==> config.mk <==
export PLATFORM = sky130hd
export DESIGN_NAME = equiv_stim_ctrl
export DESIGN_NICKNAME = d
export VERILOG_FILES = /design/src/rtl/equiv_stim_ctrl.sv
export SDC_FILE = /design/constraint.sdc
export NUM_CORES = 1
export LEC_CHECK = 0
export BUFFER_PORTS_ARGS = -buffer_cell sky130_fd_sc_hd__buf_2
export CORE_AREA = 2 2 163 165
export CTS_CLUSTER_DIAMETER = 120
export DETAILED_ROUTE_END_ITERATION = 10
export DIE_AREA = 0 0 165 167
export SETUP_SLACK_MARGIN = 0.05
export SYNTH_ARGS = -nofsm -noshare
export SYNTH_HDL_FRONTEND = slang
export SYNTH_SLANG_ARGS = --single-unit
==> constraint.sdc <==
create_clock -name clk -period 2.9 [get_ports clk]
set_clock_uncertainty 0.2 [all_clocks]
set_input_delay 0.145 -clock clk [delete_from_list [all_inputs] [get_ports clk]]
set_output_delay 0.145 -clock clk [all_outputs]
set_load 0.01 [all_outputs]
==> src/rtl/equiv_stim_ctrl.sv <==
// equiv_stim_ctrl
//
// Sequences one bounded random-stimulus equivalence run between a gold
// netlist and a gate netlist. Both instances receive the same LFSR-driven
// stimulus. Their y outputs are compared every RUN cycle once the warm-up
// window has elapsed. The block reports pass/fail together with the first
// failing cycle and the difference vector.
//
// Optional feature: define EQUIV_STIM_SIGNATURE_EN to build a 32-bit MISR
// over y_gold (signature output). When the macro is undefined, signature is
// tied to 0 and no MISR logic exists.
//
// Ports:
//   clk         clock, rising edge
//   rst         synchronous active-high reset
//   start       begin a run (accepted in IDLE/DONE/FAIL)
//   abort       cancel the run (effective in RUN)
//   seed        LFSR seed, captured with the accepted start (0 maps to 1)
//   y_gold      output of the gold instance
//   y_gate      output of the gate instance
//   stim_o      registered stimulus bus to both instances
//   busy        high while running
//   pass        run completed without mismatch
//   fail        run stopped on a mismatch
//   fail_cycle  cycle counter value at the first mismatch
//   fail_xor    y_gold ^ y_gate at the first mismatch
//   signature   MISR of y_gold over the compared cycles (0 if not built)
module equiv_stim_ctrl #(
    parameter int STIM_W = 86,
    parameter int Y_W    = 81,
    parameter int CNT_W  = 16,
    parameter int CYCLES = 1024,
    parameter int WARMUP = 4
) (
    input  logic              clk,
    input  logic              rst,
    input  logic              start,
    input  logic              abort,
    input  logic [31:0]       seed,
    input  logic [Y_W-1:0]    y_gold,
    input  logic [Y_W-1:0]    y_gate,
    output logic [STIM_W-1:0] stim_o,
    output logic              busy,
    output logic              pass,
    output logic              fail,
    output logic [CNT_W-1:0]  fail_cycle,
    output logic [Y_W-1:0]    fail_xor,
    output logic [31:0]       signature
);

    localparam logic [1:0] S_IDLE = 2'd0;
    localparam logic [1:0] S_RUN  = 2'd1;
    localparam logic [1:0] S_DONE = 2'd2;
    localparam logic [1:0] S_FAIL = 2'd3;

    localparam logic [CNT_W-1:0] CNT_LAST = CNT_W'(CYCLES - 1);
    localparam logic [CNT_W-1:0] CNT_WARM = CNT_W'(WARMUP);

    localparam int NREP = (STIM_W + 31) / 32;
    localparam int NCHK = (Y_W + 31) / 32;

    logic [1:0]       state;
    logic [31:0]      lfsr;
    logic [31:0]      lfsr_nxt;
    logic [31:0]      seed_eff;
    logic [CNT_W-1:0] cnt;
    logic             mismatch;

    // 32-bit Fibonacci step, taps 31/21/1/0; shared by the LFSR and the MISR.
    function automatic logic [31:0] lfsr_step(input logic [31:0] v);
        return {v[30:0], v[31] ^ v[21] ^ v[1] ^ v[0]};
    endfunction

    // Replicate the LFSR word across the stimulus bus, bit 0 = v[0].
    function automatic logic [STIM_W-1:0] replicate(input logic [31:0] v);
        logic [NREP*32-1:0] r;
        r = {NREP{v}};
        return r[STIM_W-1:0];
    endfunction

    // XOR of the 32-bit chunks of y, top chunk zero-padded.
    function automatic logic [31:0] fold32(input logic [Y_W-1:0] y);
        logic [NCHK*32-1:0] pad;
        logic [31:0]        acc;
        pad = '0;
        pad[Y_W-1:0] = y;
        acc = '0;
        for (int j = 0; j < NCHK; j++) begin
            acc = acc ^ pad[j*32 +: 32];
        end
        return acc;
    endfunction

    assign lfsr_nxt = lfsr_step(lfsr);
    // An all-zero seed would lock the LFSR, so it is replaced by 1.
    assign seed_eff = (seed == 32'd0) ? 32'd1 : seed;
    assign mismatch = (y_gold != y_gate) && (cnt >= CNT_WARM);

    always_ff @(posedge clk) begin
        if (rst) begin
            state      <= S_IDLE;
            lfsr       <= 32'd1;
            cnt        <= '0;
            stim_o     <= '0;
            busy       <= 1'b0;
            pass       <= 1'b0;
            fail       <= 1'b0;
            fail_cycle <= '0;
            fail_xor   <= '0;
        end else begin
            case (state)
                S_RUN: begin
                    // abort beats mismatch, mismatch beats completion
                    if (abort) begin
                        state      <= S_IDLE;
                        cnt        <= '0;
                        stim_o     <= '0;
                        busy       <= 1'b0;
                        pass       <= 1'b0;
                        fail       <= 1'b0;
                        fail_cycle <= '0;
                        fail_xor   <= '0;
                    end else if (mismatch) begin
                        state      <= S_FAIL;
                        busy       <= 1'b0;
                        fail       <= 1'b1;
                        fail_cycle <= cnt;
                        fail_xor   <= y_gold ^ y_gate;
                    end else if (cnt == CNT_LAST) begin
                        state <= S_DONE;
                        busy  <= 1'b0;
                        pass  <= 1'b1;
                    end else begin
                        cnt    <= cnt + 1'b1;
                        lfsr   <= lfsr_nxt;
                        stim_o <= replicate(lfsr_nxt);
                    end
                end
                default: begin
                    // IDLE, DONE, FAIL: stim_o holds until a new run starts
                    if (start) begin
                        state      <= S_RUN;
                        lfsr       <= seed_eff;
                        cnt        <= '0;
                        stim_o     <= replicate(seed_eff);
                        busy       <= 1'b1;
                        pass       <= 1'b0;
                        fail       <= 1'b0;
                        fail_cycle <= '0;
                        fail_xor   <= '0;
                    end
                end
            endcase
        end
    end

`ifdef EQUIV_STIM_SIGNATURE_EN
    always_ff @(posedge clk) begin
        if (rst) begin
            signature <= '0;
        end else if (state == S_RUN) begin
            if (abort) begin
                signature <= '0;
            end else if (cnt >= CNT_WARM) begin
                signature <= lfsr_step(signature) ^ fold32(y_gold);
            end
        end else if (start) begin
            signature <= '0;
        end
    end
`else
    assign signature = '0;
`endif

endmodule

# Word level (Yosys, flattened, before mapping)
# Cells that the tools add are included.
[word_totals]
ff_bits = 236
in_bits = 198
wordCells = 75
[classes]
n_addsub = 1
magnitude_cmp = 1
n_eq_ne = 11
n_mux = 41
bitwise = 4
n_reduce_logical = 8
[ops]
columns = ["operator", "n"]
rows = [
  ["86-bit 2-to-1 mux", 5],
  ["81-bit 2-to-1 mux", 4],
  ["32-bit 2-to-1 mux", 6],
  ["16-bit 2-to-1 mux", 8],
  ["81-bit != test", 1],
  ["81-bit bitwise XOR", 1],
  ["32-bit logical NOT", 1],
  ["16-bit by 1-bit adder with 16-bit output, second input constant", 1],
  ["16-bit by 10-bit == test with 1-bit output, second input constant", 1],
  ["16-bit by 3-bit >= comparator with 1-bit output, second input constant", 1],
  ["1-bit 2-to-1 mux", 13],
  ["3-bit != test, second input constant", 4],
  ["2-bit 2-to-1 mux", 5],
  ["2-bit != test, second input constant", 3],
  ["3-bit AND reduction", 2],
  ["4-bit != test, second input constant", 1],
  ["2-bit AND reduction", 2],
  ["4-bit AND reduction", 1],
  ["1-bit bitwise XOR", 3],
  ["2-bit by 1-bit == test with 1-bit output, second input constant", 1],
  ["2-bit nonzero test", 1],
  ["1-bit logical AND", 1],
]

# Depth between registers and ports, before layout
# Gate-level depths: netlist of the first run.
[depth]
depth_word = 7
mapped_depth = 10
ltp_nobuf = 8

# Worst setup path before layout of the first run
# OpenSTA, ideal clock, no wires.
[synth_timing]
path_type = "register to register"
from = "register cnt[0]"
to = "register cnt[6]"
setup_ns = 0.101
arrival_time_ns = 2.021
setup_slack_ns = 0.578
stages_incl_launch_ff = 10
n_path_buf = 1
period_less_slack_ns = 2.322
cell_sequence = "dfxtp_1 ha_1 nand3_2 nor4_4 nand4_4 and2_4 a31o_1 buf_6 a211o_1 o41ai_1"
[synth_via]
elab_chain_len = 5
[synth_rtl]
columns = ["element", "line_no", "text"]
rows = [
  ["start: declaration", "66", "logic [CNT_W-1:0] cnt;"],
  ["start signal: assignment", "134", "cnt <= cnt + 1'b1;"],
  ["16-bit by 1-bit adder with 16-bit output", "134", ""],
  ["16-bit 2-to-1 mux", "129", "end else if (cnt == CNT_LAST) begin"],
  ["16-bit 2-to-1 mux", "123", "end else if (mismatch) begin"],
  ["16-bit 2-to-1 mux", "114", "if (abort) begin"],
  ["16-bit 2-to-1 mux", "111", "case (state)"],
]
# Parallel ways exist; a longest one is shown, timed or not. The select of a mux whose other input is x is not followed.
# A chain may end at the register's enable or synchronous reset.

# Worst setup path in the final report of the first run
[layout_timing]
from = "input y_gold[2]"
to = "register stim_o[64]"
[layout_via]
elab_chain_len = 4
[layout_rtl]
columns = ["element", "line_no", "text"]
rows = [
  ["start: declaration", "40", "input logic [Y_W-1:0] y_gold,"],
  ["81-bit != test", "97", "assign mismatch = (y_gold != y_gate) && (cnt >= CNT_WARM);"],
  ["1-bit logical AND", "97", ""],
  ["3-bit != test (no source line)", "n/a", ""],
  ["3-bit AND reduction (no source line)", "n/a", ""],
  ["end signal: assignment", "136", "stim_o <= replicate(lfsr_nxt);"],
  ["end signal: assignment", "145", "stim_o <= replicate(seed_eff);"],
  ["end: declaration", "42", "output logic [STIM_W-1:0] stim_o,"],
]
# No other way between the ends.

==> results of run 1 <==
-- state kept, by name, summed over array words and instances, names as in the netlist --
name,flops
fail_cycle,16
stim_o,32
pass,1
cnt,16
lfsr,32
fail,1
busy,1
state,2
fail_xor,81
-- power by group through the flow --
stage / clock network (mW) / registers (mW) / logic, mW
after global routing: 2.47 / 2.63 / 1.21
after CTS: 2.38 / 2.62 / 1.10
after global placement: 0 / 2.68 / 0.819
after detailed placement: 0 / 2.68 / 0.820
final: 2.33 / 2.62 / 1.13
after floorplan: 0 / 2.69 / 0.516
-- Yosys cell counts (3+ instances only) --
cell / number / area [um^2]
sky130_fd_sc_hd__mux2i_1: 20 / 200
sky130_fd_sc_hd__dfxtp_1: 182 / 3640
sky130_fd_sc_hd__clkbuf_1: 32 / 120
sky130_fd_sc_hd__o211ai_1: 3 / 22.5
sky130_fd_sc_hd__xnor2_1: 84 / 736
sky130_fd_sc_hd__nand3_1: 6 / 30.0
sky130_fd_sc_hd__nand4_1: 27 / 169
sky130_fd_sc_hd__nor4_1: 14 / 87.6
sky130_fd_sc_hd__a21oi_1: 22 / 110
sky130_fd_sc_hd__o41ai_1: 4 / 35.0
sky130_fd_sc_hd__o2bb2ai_1: 40 / 350
sky130_fd_sc_hd__nand2_1: 112 / 420
sky130_fd_sc_hd__buf_2: 10 / 50.1
sky130_fd_sc_hd__buf_4: 87 / 653
sky130_fd_sc_hd__inv_1: 33 / 124
sky130_fd_sc_hd__o21ai_0: 101 / 505
sky130_fd_sc_hd__nand2b_1: 6 / 37.5
sky130_fd_sc_hd__buf_6: 4 / 45.0
sky130_fd_sc_hd__a211o_1: 6 / 52.6
sky130_fd_sc_hd__or3_1: 12 / 75.1
sky130_fd_sc_hd__o31ai_1: 6 / 45.0
sky130_fd_sc_hd__nor2_1: 18 / 67.6
sky130_fd_sc_hd__o21ai_1: 21 / 105
sky130_fd_sc_hd__nor3_1: 13 / 65.1
sky130_fd_sc_hd__a22o_1: 7 / 61.3
-- final timing paths --
kind                 from            to  slack [ns]  cells after the start
max             y_gold[2]    stim_o[64]        0.11                     12
min               seed[8]    stim_o[72]        0.03                      4
max reg2reg        cnt[0]    stim_o[62]        0.15                      8
min reg2reg  fail_xor[78]  fail_xor[78]        0.24                      2
-- worst min-delay path: stages --
cell                      delay, ns
sky130_fd_sc_hd__buf_2         0.11
sky130_fd_sc_hd__a21oi_1       0.15
sky130_fd_sc_hd__or3_1         0.14
sky130_fd_sc_hd__o21ai_0       0.07
-- layout make-up --
| cell class | instances | area (um^2) |
|---|---|---|
| Antenna cell | 6 | 15.0 |
| Fill cell | 2383 | 13100 |
| Timing Repair Buffer | 601 | 4110 |
| Sequential cell | 182 | 3640 |
| Tap cell | 335 | 419 |
| Clock buffer | 19 | 453 |
| Inverter | 33 | 124 |
| Clock inverter | 13 | 133 |
| Multi-Input combinational cell | 593 | 3750 |
-- what timing repair did --
item                                   in CTS  in global routing
resized for setup                           0                  8
setup endpoints to repair                   0                157
endpoints found under the hold margin     144                  0
hold buffers                              188                  0
-- layout by cell type (no fill, tap or decap), drive strengths merged, types with 3 or more instances in the layout --
cell type,n
a31oi,3
clkbuf,19
nand2b,6
o21ai,122
nor2,20
o31ai,6
dfxtp,182
a21oi,22
dlygate4sd3,188
nor3,13
buf,413
nand4,29
nand3,7
or3,12
nand2,112
xnor2,84
a22o,7
diode,6
a211o,6
conb,32
and2,3
clkinv,6
inv,40
mux2i,20
nor4,16
o2bb2ai,40
o211ai,3
o41ai,4
-- stage by stage --
step           hold WS (ns)  setup slack, ns  total power [mW]
2_1_floorplan         0.130            0.578              3.20
3_3_place_gp          0.229          -0.0449              3.50
3_5_place_dp          0.237          -0.0482              3.50
4_1_cts              0.0155            0.109              6.11
5_1_grt              0.0847          -0.0132              6.32
6_report             0.0271            0.113              6.09
-- logic make-up after synthesis --
kind of cell / synth area share (%)
xor+xnor: 8.98
buf+inv: 12.2
flops: 44.5
mux: 2.44
simple gates: 14.0
other cells: 0.0458
compound gates: 17.6
fa+ha+maj: 0.305
-- routing by layer --
layer | vias to the layer above | track usage [%] | wire length, um
met5 | - | 0 | 12
met3 | 72 | 5.80 | 2030
met4 | 2 | 9.45 | 1030
li1 | 4099 | - | -
met2 | 338 | 36.5 | 15500
met1 | 3962 | 25.7 | 12500
==> impl_summary.txt, run 1 <==
----------------------------------------------------
[Final layout]
  Final Net Count ... 1,628
  Number of standard cells in the layout, taps in and fillers out ... 1,782
  Share of final-layout standard cells stronger than drive strength 1 ... 32.5%
  Post-layout util ... 49.1%
  Post-route cell area ... 12,600 um^2
  Layout overhead on the synthesized area ... 54.4%

[Yosys]
  EDFF count, synth ... 0
  Synth warn ... 0
  Number of cells produced by synthesis ... 910
  Flip-flop and latch count after synthesis ... 182
  Synthesized cell area ... 8190 um^2
  Number of distinct library cells after synthesis ... 54
  Sequential element share of the synthesized area ... 44.5%
  Fraction of synthesis flops using an asynchronous set or reset pin ... 0%
  Commonest register cell after synthesis ... sky130_fd_sc_hd__dfxtp_1
  Synthesized area divided by synthesized cell count ... 9.00 um^2

[Clock tree]
  Sinks on Clock Net ... 182
  CTS Root Cell ... sky130_fd_sc_hd__clkbuf_16
  Clock transition at the register clock pins on the worst setup and hold paths after CTS ... 0.07 ns
  CTS tree ... yes
  Worst-case clock buffer depth ... 2
  # H-tree levels ... 4
  Number of buffers inserted during clock tree synthesis ... 17
  Post-CTS setup repair buffer count ... 0
  Clock Latency Late Sink ... 0.43 ns

[Routing]
  First drt pass iteration count ... 5
  DRC errors left ... 0
  DR iter-0 viols ... 458
  Detailed-route wire length ... 31,000 um
  Number of nets with antenna violations after detailed routing ... 0
  Average via count per standard cell ... 4.75
  Detailed-route wire length per cell ... 17.4 um
  Total vias in the final route ... 8,473

[Power]
  Part of the total power dissipated in the clock network ... 38.3%
  Power Dens Cells ... 481 nW/um^2
  Cell-internal power ... 4.35 mW
  Switching portion of total power ... 28.4%
  Cell leakage power ... 5.61 nW
  Maximum vdd drop ... 0.263 mV
  Power spent charging and discharging nets ... 1.73 mW
  Proportion of power drawn by combinational gates ... 18.5%
  Seq pwr share ... 43.1%

[Worst setup path]
  Cell repeated most along the worst path ... sky130_fd_sc_hd__buf_4
  Critical path data arrival time ... 2.93 ns
  Standard cell with the maximum stage delay on the critical path ... sky130_fd_sc_hd__dlygate4sd3_1
  Buf+Inv Stages, Crit Path ... 5
  Worst setup path class ... in2reg
  Category of cells accounting for the largest share of critical-path delay ... buffers and inverters
  Worst path max stage delay ... 0.54 ns
  Kind of start point of the critical path ... primary input
  Critical path required time ... 3.05 ns
  Sequence of cells on the critical path ... dlygate4sd3_1, buf_2, xnor2_1, nand4_1, nor4_2, buf_4, and4_1, buf_4, a31o_2, buf_4, nor2_1, a211oi_1
  Crit Path Max Fanout ... 5
  Worst Setup End Kind ... register

[Die]
  Total die area ... 27,600 um^2
  Area of the core ... 25,800 um^2
  Floorplan die width ... 165 um
  Effective utilization at floorplan ... 31.8%
  Number of placed I/O pins ... 416
  Cell row count ... 59
  Die Y ... 167 um

[STA]
  Time the final worst path needs with I/O delays and setup ... 2.79 ns
  Maximum operating frequency ... 359 MHz
  Number of pins exceeding their max-slew limit in the final report ... 0
  Worst slew margin relative to its limit ... 57.8%
  Setup TNS ... 0 ns
  Fraction of the cycle the final worst path needs ... 96.1%
  RSZ-0062 raised after global routing ... yes
  Final Hold Vio Count ... 0
  Transition at the pin with the smallest max-transition slack ... 0.633 ns
  Setup-failing EPs final ... 0

[GRT]
  Residual overflow from global routing ... 0
  First-pass GRT wire length ... 45,900 um
  GRT Resource Usage Total ... 21.7%
  Antenna violations before repair ... 7
  Pin count of the biggest net entering global routing ... 52
  Number of global-route vias before repair ... 8,356

[Placed design]
  Instance area after placement ... 10,100 um^2
  Placed instance count ... 1,555
  Number of buffers inserted by port buffering ... 383
  Hpwl dp ... 21,800 um
  Final estimated routing congestion in global placement ... 0.881

[Run status]
  Result of the run ... finished clean

[Worst hold path]
  Classification of the worst-slack hold path ... in2reg

[Job]
  Max-cap violations ... 0

----------------------------------------------------
Note: power is estimated with default switching activity, not from simulation.
==> run 2: changes to the inputs <==
- CORE_AREA: 2 2 163 165 -> 3 3 159 161
- DIE_AREA: 0 0 165 167 -> 0 0 162 164
- REMOVE_ABC_BUFFERS: unset -> 1
- SLEW_MARGIN: unset -> 25
==> run 2 against run 1 <==
Effect of this change: utilization up 3.7 points; setup slack gained 0.083 ns; clock power grew 6%; first-iteration DRC count rose by 20%; wire length shrank 3.5%; critical path type unchanged; highest routed layer is now met4.
==> impl_summary.txt, run 2 (synthesized netlist as in run 1, its figures left out) <==
----------------------------------------------------
[Final layout]
  Final Net Count ... 1,630
  Share of final-layout standard cells stronger than drive strength 1 ... 32.3%
  Layout overhead on the synthesized area ... 55.4%
  Leading cell type in the layout, fill and taps excluded ... sky130_fd_sc_hd__buf_2
  Max reg flops ... 81
  Register with the most flip-flops ... fail_xor
  Commonest non-fill, non-tap cells in the layout ... sky130_fd_sc_hd__buf_2, sky130_fd_sc_hd__dlygate4sd3_1, sky130_fd_sc_hd__dfxtp_1
  Largest registers ... fail_xor x81, lfsr x32, stim_o x32

[STA]
  Time the final worst path needs with I/O delays and setup ... 2.70 ns
  Final setup slack of the worst path ... 0.196 ns
  Setup-failing EPs final ... 0
  Maximum operating frequency ... 370 MHz
  Transition at the pin with the smallest max-transition slack ... 0.613 ns
  RSZ-0062 raised after global routing ... no
  Final Hold Vio Count ... 0
  Setup TNS ... 0 ns
  Number of pins exceeding their max-slew limit in the final report ... 0
  Worst slew margin relative to its limit ... 59.0%
  Fraction of the cycle the final worst path needs ... 93.2%

[Worst setup path]
  Category of cells accounting for the largest share of critical-path delay ... buffers and inverters
  Kind of start point of the critical path ... primary input
  Cell repeated most along the worst path ... sky130_fd_sc_hd__buf_4
  Sequence of cells on the critical path ... dlygate4sd3_1, buf_2, xnor2_1, nand4_1, nor4_2, buf_4, and2_1, buf_4, a21oi_1, nand3_2, clkbuf_16, o21ai_0
  R2r setup slk ... 0.22 ns
  Buf+Inv Stages, Crit Path ... 5
  Critical path data arrival time ... 2.81 ns
  Critical path required time ... 3.01 ns
  Launch point of the worst reg-to-reg path ... cnt[1]
  Worst path max stage delay ... 0.58 ns
  R2r worst-path depth ... 8
  Worst Setup End Kind ... register
  Critical R2R Capture ... stim_o[84]
  Standard cell with the maximum stage delay on the critical path ... sky130_fd_sc_hd__dlygate4sd3_1
  Crit Path Max Fanout ... 20
  Worst setup path class ... in2reg

[Die]
  Floorplan die width ... 162 um
  Number of placed I/O pins ... 416
  Effective utilization at floorplan ... 34.0%
  Cell row count ... 57
  Die Y ... 164 um
  Total die area ... 26,600 um^2
  Area of the core ... 24,100 um^2

[Routing]
  Detailed-route wire length per cell ... 16.9 um
  Detailed-route wire length ... 30,000 um
  DR iter-0 viols ... 550
  DRC errors left ... 0
  First drt pass iteration count ... 5
  Number of nets with antenna violations after detailed routing ... 0
  Total vias in the final route ... 8,559
  Average via count per standard cell ... 4.82

[Power]
  Cell-internal power ... 4.57 mW
  Pwr Total ... 6.22 mW
  Maximum vdd drop ... 0.365 mV
  Seq pwr share ... 42.2%
  Proportion of power drawn by combinational gates ... 17.9%
  Cell leakage power ... 5.63 nW
  Switching portion of total power ... 26.5%
  Power spent charging and discharging nets ... 1.65 mW
  Part of the total power dissipated in the clock network ... 39.9%
  Power Dens Cells ... 489 nW/um^2

[GRT]
  Residual overflow from global routing ... 0
  GRT busiest layer ... met2
  First-pass GRT wire length ... 43,700 um
  Number of global-route vias before repair ... 8,322
  Met3 track demand over resource ... 4.69%
  Antenna violations before repair ... 6
  Met2 usage in global routing ... 36.6%
  GRT Resource Usage Total ... 20.8%
  Pin count of the biggest net entering global routing ... 54
  Met1 capacity usage during global routing ... 24.1%

[Run status]
  Result of the run ... finished clean

[Worst hold path]
  End point of the worst hold path ... lfsr[31]
  Hold Path Stages ... 4
  Classification of the worst-slack hold path ... in2reg
  Critical hold path startpoint ... seed[31]

[Clock tree]
  Number of buffers inserted during clock tree synthesis ... 17
  Worst-case clock buffer depth ... 2
  # H-tree levels ... 4
  Clock Latency Late Sink ... 0.43 ns
  Clock transition at the register clock pins on the worst setup and hold paths after CTS ... 0.08 ns
  CTS Root Cell ... sky130_fd_sc_hd__clkbuf_16
  Sinks on Clock Net ... 182
  CTS tree ... yes

[Placed design]
  Final estimated routing congestion in global placement ... 0.848
  Number of buffers inserted by port buffering ... 383
  Hpwl dp ... 20,400 um
  Setup slack after placement ... 0.108 ns

[Job]
  Max-cap violations ... 0

----------------------------------------------------
-- run 2: area by class of cell --
type / instances / area [um^2]
clock buffers: 18 / 439
diodes: 7 / 17.5
multi-input cells: 594 / 3740
inverters: 33 / 124
clock inverters: 14 / 185
repair buffers: 602 / 4170
fillers: 2249 / 11400
flip-flops and latches: 182 / 3640
well taps: 324 / 405
-- run 2: through the flow --
stage               area [um^2]  hold slack (ns)  std cells  util, %
finish                    12700           0.0288       1774     52.8
global route              12700           0.0570       1772     52.8
CTS                       12600           0.0207       1763     52.4
detailed placement        10100            0.236       1540     41.8
global placement          10100            0.227       1540     41.8
floorplan                  7430           0.0141        807        -
-- run 2: worst max-delay path by stage --
stage	start	endpoint	slack (ns)	cells after the start
CTS	y_gold[21]	stim_o[53]	0.14	11
global route	y_gold[60]	cnt[15]	0.04	10
detailed placement	y_gate[35]	stim_o[53]	0.11	10
floorplan	y_gate[56]	fail_cycle[14]	-1.74	6
global placement	y_gate[14]	stim_o[60]	0.08	10
finish	y_gold[3]	fail_xor[31]	0.20	12
-- run 2: repair_timing --
action / CTS / global route
hold endpoints to repair: 145 / 0
setup endpoints to repair: 0 / 101
buffers inserted: 0 / 1
gates resized for setup: 0 / 6
hold buffers: 191 / 0
-- run 2: layer usage --
metal  routed length (um)  part of all wire, %
met5                    0                    0
met4                 1180                  3.9
met3                 2090                  7.0
met2                14800                   49
met1                11900                   40
-- run 2: power by group through the flow --
stage	registers (mW)	clock network, mW	logic [mW]
final	2.63	2.48	1.12
after floorplan	2.72	0	0.350
after global placement	2.68	0	0.800
after detailed placement	2.68	0	0.800
after CTS	2.63	2.54	1.09
after global routing	2.64	2.64	1.20
-- run 2: tightest hold or removal path, stage by stage --
cell and delay [ns]:
sky130_fd_sc_hd__buf_2 0.13, sky130_fd_sc_hd__a21oi_1 0.13, sky130_fd_sc_hd__or3_1 0.12, sky130_fd_sc_hd__o21ai_0 0.07
==> run 3: changes to the inputs <==
- CELL_PAD_IN_SITES_DETAIL_PLACEMENT: unset -> 1
- CELL_PAD_IN_SITES_GLOBAL_PLACEMENT: unset -> 1
- CORE_AREA: 3 3 159 161 -> unset
- CORE_MARGIN: unset -> 3
- CORE_UTILIZATION: unset -> 33
- DIE_AREA: 0 0 162 164 -> unset
- PLACE_DENSITY: unset -> 0.84
- REMOVE_ABC_BUFFERS: 1 -> unset
==> run 3 against run 2 <==
Effect of this change: the run now ends with negative setup slack left; die area grew 0.67%; first-iteration DRC count up 23%; non-clock buffer count up 7; sequential cell count did not move; highest routed layer is now met5.
==> impl_summary.txt, run 3 (synthesized netlist as in run 1, its figures left out) <==
----------------------------------------------------
[Run status]
  Result of the run ... complete, but fails checks
  Violated checks ... negative setup slack

[Power]
  Switching portion of total power ... 29.4%
  Cell-internal power ... 4.40 mW
  Proportion of power drawn by combinational gates ... 20.0%
  Cell leakage power ... 5.69 nW
  Seq pwr share ... 42.1%
  Maximum vdd drop ... 0.399 mV
  Power spent charging and discharging nets ... 1.83 mW
  Part of the total power dissipated in the clock network ... 37.9%
  Power Dens Cells ... 487 nW/um^2

[Placed design]
  Setup slack after placement ... 0.121 ns
  Final estimated routing congestion in global placement ... 0.904
  Hpwl dp ... 24,600 um
  Instance area after placement ... 10,200 um^2
  Number of buffers inserted by port buffering ... 383
  Placed instance count ... 1,557

[STA]
  Worst slew margin relative to its limit ... 58.5%
  Setup-failing EPs final ... 1
  Final Hold Vio Count ... 0
  Transition at the pin with the smallest max-transition slack ... 0.622 ns
  Fraction of the cycle the final worst path needs ... 102%
  Worst Hold Margin ... 0.0331 ns
  Time the final worst path needs with I/O delays and setup ... 2.95 ns
  Number of pins exceeding their max-slew limit in the final report ... 0
  Final setup slack of the worst path ... -0.0480 ns
  Maximum operating frequency ... 339 MHz

[Worst setup path]
  Crit Path Max Fanout ... 13
  Critical path data arrival time ... 3.10 ns
  Kind of start point of the critical path ... primary input
  Worst Setup End Kind ... register
  Worst setup path class ... in2reg
  Critical path required time ... 3.05 ns
  R2r worst-path depth ... 11

[Final layout]
  Number of standard cells in the layout, taps in and fillers out ... 1,785
  Layout fillers ... 2,897
  Layout overhead on the synthesized area ... 56.3%
  Max reg flops ... 81
  Final Net Count ... 1,636
  Commonest non-fill, non-tap cells in the layout ... sky130_fd_sc_hd__buf_2, sky130_fd_sc_hd__dfxtp_1, sky130_fd_sc_hd__dlygate4sd3_1
  Post-layout util ... 52.5%
  Area occupied by registers ... 3640 um^2
  Post-route cell area ... 12,800 um^2
  Multi-input logic area ... 3820 um^2
  Register with the most flip-flops ... fail_xor
  Largest registers ... fail_xor x81, lfsr x32, stim_o x32
  Leading cell type in the layout, fill and taps excluded ... sky130_fd_sc_hd__buf_2
  Share of final-layout standard cells stronger than drive strength 1 ... 34.1%

[Clock tree]
  Clock Latency Late Sink ... 0.43 ns
  # H-tree levels ... 4
  Number of buffers inserted during clock tree synthesis ... 17
  Sinks on Clock Net ... 182
  CTS Root Cell ... sky130_fd_sc_hd__clkbuf_16
  Clock transition at the register clock pins on the worst setup and hold paths after CTS ... 0.09 ns
  CTS tree ... yes
  Worst-case clock buffer depth ... 2

[Routing]
  Number of nets with antenna violations after detailed routing ... 0
  DRC errors left ... 0
  DR iter-0 viols ... 678
  Average via count per standard cell ... 5.28
  Detailed-route wire length ... 42,800 um
  Detailed-route wire length per cell ... 24.0 um
  First drt pass iteration count ... 4
  Total vias in the final route ... 9,424

[GRT]
  Residual overflow from global routing ... 0
  GRT Resource Usage Total ... 29.4%
  Antenna violations before repair ... 14
  First-pass GRT wire length ... 60,000 um
  Number of global-route vias before repair ... 10,100
  Pin count of the biggest net entering global routing ... 43

[Worst hold path]
  Classification of the worst-slack hold path ... in2reg
  Hold Path Stages ... 4

[Die]
  Cell row count ... 57
  Die Y ... 164 um
  Area of the core ... 24,400 um^2
  Effective utilization at floorplan ... 33.6%
  Floorplan die width ... 164 um
  Total die area ... 26,700 um^2
  Number of placed I/O pins ... 416

[Job]
  Max-cap violations ... 0

----------------------------------------------------
==> run 3: metrics by stage <==
step | TNS [ns] | power, mW
5_1_grt | -0.115 | 6.42
6_report | -0.0480 | 6.24
4_1_cts | 0 | 6.10
2_1_floorplan | 0 | 3.20
3_5_place_dp | 0 | 3.55
3_3_place_gp | 0 | 3.53
==> run 3: path summary, 6_finish.rpt <==
check,from,to,slack [ns]
max,y_gold[6],fail_xor[69],-0.05
min,seed[0],lfsr[0],0.03
max reg2reg,cnt[1],stim_o[83],0.30
min reg2reg,fail_cycle[0],fail_cycle[0],0.25
==> run 3: critical path, cell delays in order <==
cell,delay [ns]
sky130_fd_sc_hd__buf_2,0.09
sky130_fd_sc_hd__dlygate4sd3_1,0.61
sky130_fd_sc_hd__xnor2_1,0.44
sky130_fd_sc_hd__nand4_1,0.21
sky130_fd_sc_hd__nor4_2,0.19
sky130_fd_sc_hd__buf_4,0.17
sky130_fd_sc_hd__nand4_1,0.23
sky130_fd_sc_hd__o21ai_4,0.25
sky130_fd_sc_hd__buf_12,0.20
sky130_fd_sc_hd__buf_12,0.16
sky130_fd_sc_hd__nand2_1,0.20
sky130_fd_sc_hd__o21ai_2,0.18
==> run 3: cell type report <==
class	count	share of cell area, %
tap	324	3.17
inverter	33	0.968
timing repair buffer	609	32.9
sequential	182	28.5
clock inverter	11	0.704
multi-input combinational	593	29.8
antenna	12	0.235
clock buffer	21	3.75
==> run 3: per-layer routing <==
layer	track usage, %	share of wire [%]	up-vias
li1	-	-	4108
met1	30.9	35	4534
met2	51.2	49	562
met3	8.90	8.1	214
met4	18.3	7.4	6
met5	0	0.10	-
==> run 3: power groups by stage <==
| stage | Clock, mW | Combinational [mW] | Sequential, mW |
|---|---|---|---|
| 6_report | 2.36 | 1.25 | 2.63 |
| 5_1_grt | 2.46 | 1.31 | 2.64 |
| 4_1_cts | 2.33 | 1.15 | 2.63 |
| 3_5_place_dp | 0 | 0.867 | 2.68 |
| 3_3_place_gp | 0 | 0.849 | 2.68 |
| 2_1_floorplan | 0 | 0.516 | 2.69 |
==> run 3: repair_timing <==
item                                    4_1_cts  5_1_grt
setup buffers                                 0        1
hold buffers                                182        0
resized for setup                             0       22
endpoints found under the setup margin        0      178
hold endpoints to repair                    144        0
